## src/rtl/hc_multiword_add_seq.sv

```systemverilog
`default_nettype none
// ============================================================================
//  Module   : hc_prefix16
//  Purpose  : 16-bit Han-Carlson parallel-prefix adder with carry-in.
//             Odd bit positions form a Kogge-Stone tree. Even positions are
//             resolved in one extra level from their odd neighbour.
//  Ports    : a, b   - 16-bit addends
//             cin    - carry into bit 0
//             sum    - 16-bit sum
//             cout   - carry out of bit 15
//  Revision : 1.0  initial release
// ============================================================================
module hc_prefix16 (
  input  logic [15:0] a,
  input  logic [15:0] b,
  input  logic        cin,
  output logic [15:0] sum,
  output logic        cout
);

  logic [15:0] pk;      // raw half-sum, needed again for the sum bits
  logic [15:0] g;       // group generate, refined level by level
  logic [15:0] p;       // group propagate, refined level by level
  logic [15:0] ng;
  logic [15:0] np;
  logic [15:0] carry;   // carry[i] = carry out of bit i (cin included)

  assign pk = a ^ b;

  always_comb begin
    g     = a & b;
    p     = pk;
    ng    = '0;
    np    = '0;
    carry = '0;

    // Fold cin into bit 0 so every prefix group already accounts for it.
    g[0] = g[0] | (p[0] & cin);

    // Level 1: each odd bit absorbs its even neighbour.
    ng = g;
    np = p;
    for (int i = 1; i < 16; i += 2) begin
      ng[i] = g[i] | (p[i] & g[i-1]);
      np[i] = p[i] & p[i-1];
    end
    g = ng;
    p = np;

    // Levels 2..4: Kogge-Stone over odd bits only, span 2, 4, 8.
    for (int d = 2; d < 16; d = d * 2) begin
      ng = g;
      np = p;
      for (int i = d + 1; i < 16; i += 2) begin
        ng[i] = g[i] | (p[i] & g[i-d]);
        np[i] = p[i] & p[i-d];
      end
      g = ng;
      p = np;
    end

    // Final level: even bits take the finished carry of the odd bit below.
    // Even-bit p is still the raw propagate here.
    for (int i = 2; i < 16; i += 2) begin
      g[i] = g[i] | (p[i] & g[i-1]);
    end

    carry = g;
  end

  assign sum  = pk ^ {carry[14:0], cin};
  assign cout = carry[15];

endmodule

// ============================================================================
//  Module   : hc_multiword_add_seq
//  Purpose  : Multi-word add/subtract sequencer. One 16-bit Han-Carlson
//             adder is reused for WORDS slices, LSW first, with the carry
//             registered between slices. Valid/ready on both sides.
//  Params   : WORDS     - number of 16-bit slices (1..16), W = 16*WORDS
//  Ports    : clk       - clock, rising edge
//             rst       - synchronous active-high reset
//             in_valid  - operand request valid
//             in_ready  - block can accept a request (IDLE, not in reset)
//             in_a      - operand A (W bits)
//             in_b      - operand B (W bits)
//             in_sub    - 1: A-B, 0: A+B+in_cin
//             in_cin    - carry-in for add, ignored for subtract
//             out_valid - result valid
//             out_ready - consumer accepts result
//             out_sum   - result (W bits)
//             out_cout  - final carry-out (subtract: 1 = no borrow)
//             out_ovf   - signed two's-complement overflow
//             busy      - operation in RUN or waiting in DONE
//  Revision : 1.0  initial release
// ============================================================================
module hc_multiword_add_seq #(
  parameter int WORDS = 4
) (
  input  logic                 clk,
  input  logic                 rst,
  input  logic                 in_valid,
  output logic                 in_ready,
  input  logic [16*WORDS-1:0]  in_a,
  input  logic [16*WORDS-1:0]  in_b,
  input  logic                 in_sub,
  input  logic                 in_cin,
  output logic                 out_valid,
  input  logic                 out_ready,
  output logic [16*WORDS-1:0]  out_sum,
  output logic                 out_cout,
  output logic                 out_ovf,
  output logic                 busy
);

  localparam int CW = (WORDS > 1) ? $clog2(WORDS) : 1;
  localparam logic [CW-1:0] LAST = CW'(WORDS - 1);

  typedef enum logic [1:0] {
    IDLE = 2'd0,
    RUN  = 2'd1,
    DONE = 2'd2
  } state_t;

  state_t state;
  state_t state_next;

  logic [WORDS-1:0][15:0] a_reg;
  logic [WORDS-1:0][15:0] b_reg;      // already inverted for subtract
  logic [WORDS-1:0][15:0] sum_reg;
  logic                   carry_reg;
  logic [CW-1:0]          cnt;
  logic                   cout_reg;
  logic                   ovf_reg;

  logic [15:0]            slice_sum;
  logic                   slice_cout;
  logic                   accept;
  logic                   last_slice;
  logic                   slice_ovf;

  assign in_ready   = (state == IDLE) & ~rst;
  assign accept     = in_valid & in_ready;
  assign last_slice = (cnt == LAST);
  assign out_valid  = (state == DONE);
  assign busy       = (state != IDLE);
  assign out_sum    = sum_reg;
  assign out_cout   = cout_reg;
  assign out_ovf    = ovf_reg;

  // Overflow looks at the effective operands (B already inverted for
  // subtract), so the same rule serves both add and subtract.
  assign slice_ovf = (a_reg[WORDS-1][15] == b_reg[WORDS-1][15]) &
                     (slice_sum[15] != a_reg[WORDS-1][15]);

  hc_prefix16 u_adder (
    .a    (a_reg[cnt]),
    .b    (b_reg[cnt]),
    .cin  (carry_reg),
    .sum  (slice_sum),
    .cout (slice_cout)
  );

  // --------------------------------------------------------------------------
  // Control FSM
  // --------------------------------------------------------------------------
  always_ff @(posedge clk) begin
    if (rst) begin
      state <= IDLE;
    end else begin
      state <= state_next;
    end
  end

  always_comb begin
    state_next = state;
    case (state)
      IDLE: begin
        if (accept) begin
          state_next = RUN;
        end
      end
      RUN: begin
        if (last_slice) begin
          state_next = DONE;
        end
      end
      DONE: begin
        if (out_ready) begin
          state_next = IDLE;
        end
      end
      default: begin
        state_next = IDLE;
      end
    endcase
  end

  // --------------------------------------------------------------------------
  // Datapath
  // --------------------------------------------------------------------------
  always_ff @(posedge clk) begin
    if (rst) begin
      a_reg     <= '0;
      b_reg     <= '0;
      sum_reg   <= '0;
      carry_reg <= 1'b0;
      cnt       <= '0;
      cout_reg  <= 1'b0;
      ovf_reg   <= 1'b0;
    end else begin
      if (accept) begin
        a_reg     <= in_a;
        // Subtract is A + ~B + 1: invert B here, inject the +1 as carry-in.
        b_reg     <= in_sub ? ~in_b : in_b;
        carry_reg <= in_sub | in_cin;
        cnt       <= '0;
      end

      if (state == RUN) begin
        sum_reg[cnt] <= slice_sum;
        carry_reg    <= slice_cout;
        if (last_slice) begin
          cout_reg <= slice_cout;
          ovf_reg  <= slice_ovf;
        end else begin
          // Held at the last index rather than wrapping.
          cnt <= cnt + CW'(1);
        end
      end
    end
  end

endmodule
`default_nettype wire

```

## config.mk

```make
export PLATFORM = sky130hd
export DESIGN_NAME = hc_multiword_add_seq
export DESIGN_NICKNAME = d
export VERILOG_FILES = /design/src/rtl/hc_multiword_add_seq.sv
export SDC_FILE = /design/constraint.sdc
export NUM_CORES = 1
export LEC_CHECK = 0
export ABC_AREA = 1
export CORE_MARGIN = 2
export CORE_UTILIZATION = 51
export CTS_CLUSTER_DIAMETER = 100
export DETAILED_ROUTE_END_ITERATION = 12
export GPL_ROUTABILITY_DRIVEN = 0
export PLACE_DENSITY = 0.77
export SETUP_SLACK_MARGIN = 0.5
export SYNTH_ARGS = -nofsm -noshare
export SYNTH_HDL_FRONTEND = slang
export SYNTH_HIERARCHICAL = 1
export SYNTH_SLANG_ARGS = --single-unit
export TNS_END_PERCENT = 50
```

## constraint.sdc

```tcl
create_clock -name clk -period 3.6 [get_ports clk]
set_clock_uncertainty 0.05 [all_clocks]
set_input_delay 0.72 -clock clk [delete_from_list [all_inputs] [get_ports clk]]
set_output_delay 0.72 -clock clk [all_outputs]
set_load 0.005 [all_outputs]
```

==> results.yml <==
status:
  status: "finished, final reports clean"
global_route:
  grt_start_max_net_pins: 94
  grt_pass1_vias: 8193
  grt_usage: 0.266
  overflow: 0
  grt_pass1_wl_um: 41800
  antenna_found_initial: 0
setup_path:
  crit_top_cell: "fa_2"
  crit_required_ps: 3920
  crit_slowest_cell: "dfxtp_4"
  crit_chain: "buf_12 > o21ai_1 > o22ai_1 > inv_1 > fa_2 > inv_2 > fa_2 > nand2_2 > nand2_4 > nand2_4 > nor2_4 > nor2_2 > fa_2 > xnor2_4 > nand3_2 > a21oi_2"
  start_kind: "register"
  crit_type: "register to register"
  worst-path-max-fanout: 8
  slowest_delay_ps: 490
  cp-end-kind: "register"
  cp.arrival_ps: 3490
synth:
  ys_warn_count: 6
  synth_ff_type: "dfxtp_1"
  ys_types: 28
  synth_area_mm2: 0.00930
  ys_seq_area_frac: 0.428
  syn_inst: 1232
  ys_async_sr_fraction: 0
  synth_top_cell_by_area: "dfxtp_1"
  ys_seq_elements: 199
  synth_nets: 1393
  yosys.area.top_type_share: 0.428
  avgSynthCellArea_um2: 7.55
  synthTopCellsByArea: "dfxtp_1, nand3_1, nand2_1"
  synth_edf_count: 0
routing:
  drc_errors: 0
  post_drt_wl_per_cell_um: 17.1
  drt_iter0_drc: 1044
  drtAntennaViolNets: 0
  viasPerCell: 5.64
  dr.pass1.iters: 8
  vias: 9231
  finalWirelength_um: 28000
floorplanning:
  die_x_um: 139
  ios: 203
  initial_core_util: 0.519
  die_h_um: 139
  rows: 49
  fp.coreArea_mm2: 0.0179
  die_area_mm2: 0.0193
job:
  drv_cap: 0
clock_network:
  cts_sinks: 199
  clk_pin_slew_ps: 70
  numCtsBuffers: 17
  clock_latency_ps: 440
  ctsLongestPathBuffers: 2
  cts_max_level: 4
  hold_buffers: 0
  clockRootBuffer: "clkbuf_16"
  cts_tree: "done"
place:
  io_buffer_count: 202
  hpwl_um: 18600
layout:
  syn_to_final_growth_pct: 34.6
  fillers: 1448
  drive_gt1_frac: 0.0980
  fin_nets: 1557
  ff_latch_area_mm2: 0.00399
  antenna_cells: 0
  multi_input_area_mm2: 0.00492
  final_util: 0.699
power:
  ir_drop_mv: 0.349
  powerDensity_mw_per_mm2: 454
  p_leak_nw: 5.08
timing:
  hold_viol: 0
  min_period_ps: 3180
  final.period_utilization: 0.882
  slew_violations: 0
  relSlewSlack: 0.352
  tightestPinTransition_ps: 972
  max_freq_mhz: 315
  setup-violations-final: 0
  finalSetupTns_ps: 0
  rsz0062_at_grt: "yes"
min_path:
  hold_class: "register to register"
==> cell usage after synthesis, types with 2 or more instances <==
| cell | number |
|---|---|
| xnor2_1 | 50 |
| nand3_2 | 2 |
| nor2_2 | 2 |
| nand3_1 | 227 |
| buf_1 | 5 |
| dfxtp_1 | 199 |
| o22ai_1 | 32 |
| nor2_1 | 124 |
| inv_2 | 2 |
| buf_2 | 42 |
| nand2_2 | 7 |
| clkbuf_1 | 43 |
| inv_1 | 46 |
| fa_1 | 9 |
| xor2_1 | 21 |
| a21oi_1 | 75 |
| o21ai_0 | 127 |
| buf_4 | 10 |
| and2_1 | 2 |
| nand2_1 | 182 |
| ha_1 | 18 |
==> power by group <==
part           internal (mW)  switching (mW)  total [mW]
Combinational          0.559           0.718        1.28
Clock                   1.09           0.848        1.94
Sequential              2.36           0.106        2.46
==> what timing repair did <==
action | CTS | global route
pin swaps | 1 | 29
setup endpoints to repair | 19 | 39
resized for setup | 14 | 64
buffers inserted | 0 | 20
cloned | 0 | 5
==> through the flow <==
stage / power [mW] / instance area (um2) / hold slack (ps) / worst slack [ps] / std cells
global placement: 3.58 / 11300 / 400 / 397 / 1581
floorplan: 3.14 / 9300 / 390 / 501 / 1232
detailed placement: 3.60 / 11300 / 405 / 329 / 1581
CTS: 5.51 / 12000 / 414 / 489 / 1612
global route: 5.86 / 12500 / 429 / 305 / 1637
finish: 5.68 / 12500 / 411 / 425 / 1637
==> logic make-up (layout without fill, tap and decap cells) <==
family / count (synthesis) / in the layout / synth area share
AND/OR/NAND/NOR: 549 / 549 / 0.259
AO/OA/AOI/OAI: 237 / 237 / 0.132
flip-flops: 199 / 199 / 0.428
buffers and inverters: 149 / 325 / 0.0700
XOR/XNOR: 71 / 71 / 0.0669
adder cells (fa/ha/maj): 27 / 27 / 0.0436
==> cell usage in the layout, fill, tap and decap left out, types with 4 or more instances in the layout <==
| cell | count |
|---|---|
| nand3_1 | 225 |
| clkdlybuf4s50_1 | 199 |
| dfxtp_1 | 197 |
| nand2_1 | 174 |
| nor2_1 | 120 |
| o21ai_0 | 116 |
| a21oi_1 | 72 |
| xnor2_1 | 48 |
| inv_1 | 44 |
| buf_4 | 27 |
| clkbuf_16 | 21 |
| o22ai_1 | 19 |
| xor2_1 | 18 |
| ha_1 | 16 |
| o22ai_2 | 13 |
| nand2_2 | 13 |
| o21ai_1 | 12 |
| buf_12 | 9 |
| fa_2 | 5 |
| nor2_2 | 4 |
| clkinv_2 | 4 |
| inv_6 | 4 |
| buf_6 | 4 |
| fa_1 | 4 |
==> critical path, delay by kind of cell (launching register included) <==
kind,cells,cell delay [ps]
XOR/XNOR,1,260
AND/OR/NAND/NOR,6,480
adder cells (fa/ha/maj),3,1060
flip-flops,1,490
AO/OA/AOI/OAI,3,430
buffers and inverters,3,330
==> final timing paths <==
check                                              start                       end  slack, ps  depth (start not counted)
worst min-delay path            out_sum[42]$_SDFFE_PP0P_  out_sum[42]$_SDFFE_PP0P_        410                          2
worst max-delay path                   cnt[0]$_SDFF_PP0_  out_sum[29]$_SDFFE_PP0P_        420                         16
worst max register to register         cnt[0]$_SDFF_PP0_  out_sum[29]$_SDFFE_PP0P_        420                         16
worst min register to register  out_sum[42]$_SDFFE_PP0P_  out_sum[42]$_SDFFE_PP0P_        410                          2
==> cell type report <==
| class | count | area share |
|---|---|---|
| clock buffer | 19 | 0.0346 |
| clock inverter | 12 | 0.0121 |
| inverter | 48 | 0.0156 |
| multi-input combinational | 884 | 0.393 |
| sequential | 199 | 0.319 |
| tap | 229 | 0.0229 |
| timing repair buffer | 245 | 0.202 |
| timing repair inverter | 1 | 0.000700 |
==> layer usage <==
metal | GRT usage | routed length (um) | part of all wire
met5 | 0 | 0 | 0
met4 | 0.105 | 814 | 0.029
met3 | 0.0535 | 2080 | 0.074
met2 | 0.414 | 13200 | 0.47
met1 | 0.364 | 11800 | 0.42
No activity file was read; power rests on OpenSTA's default activity.
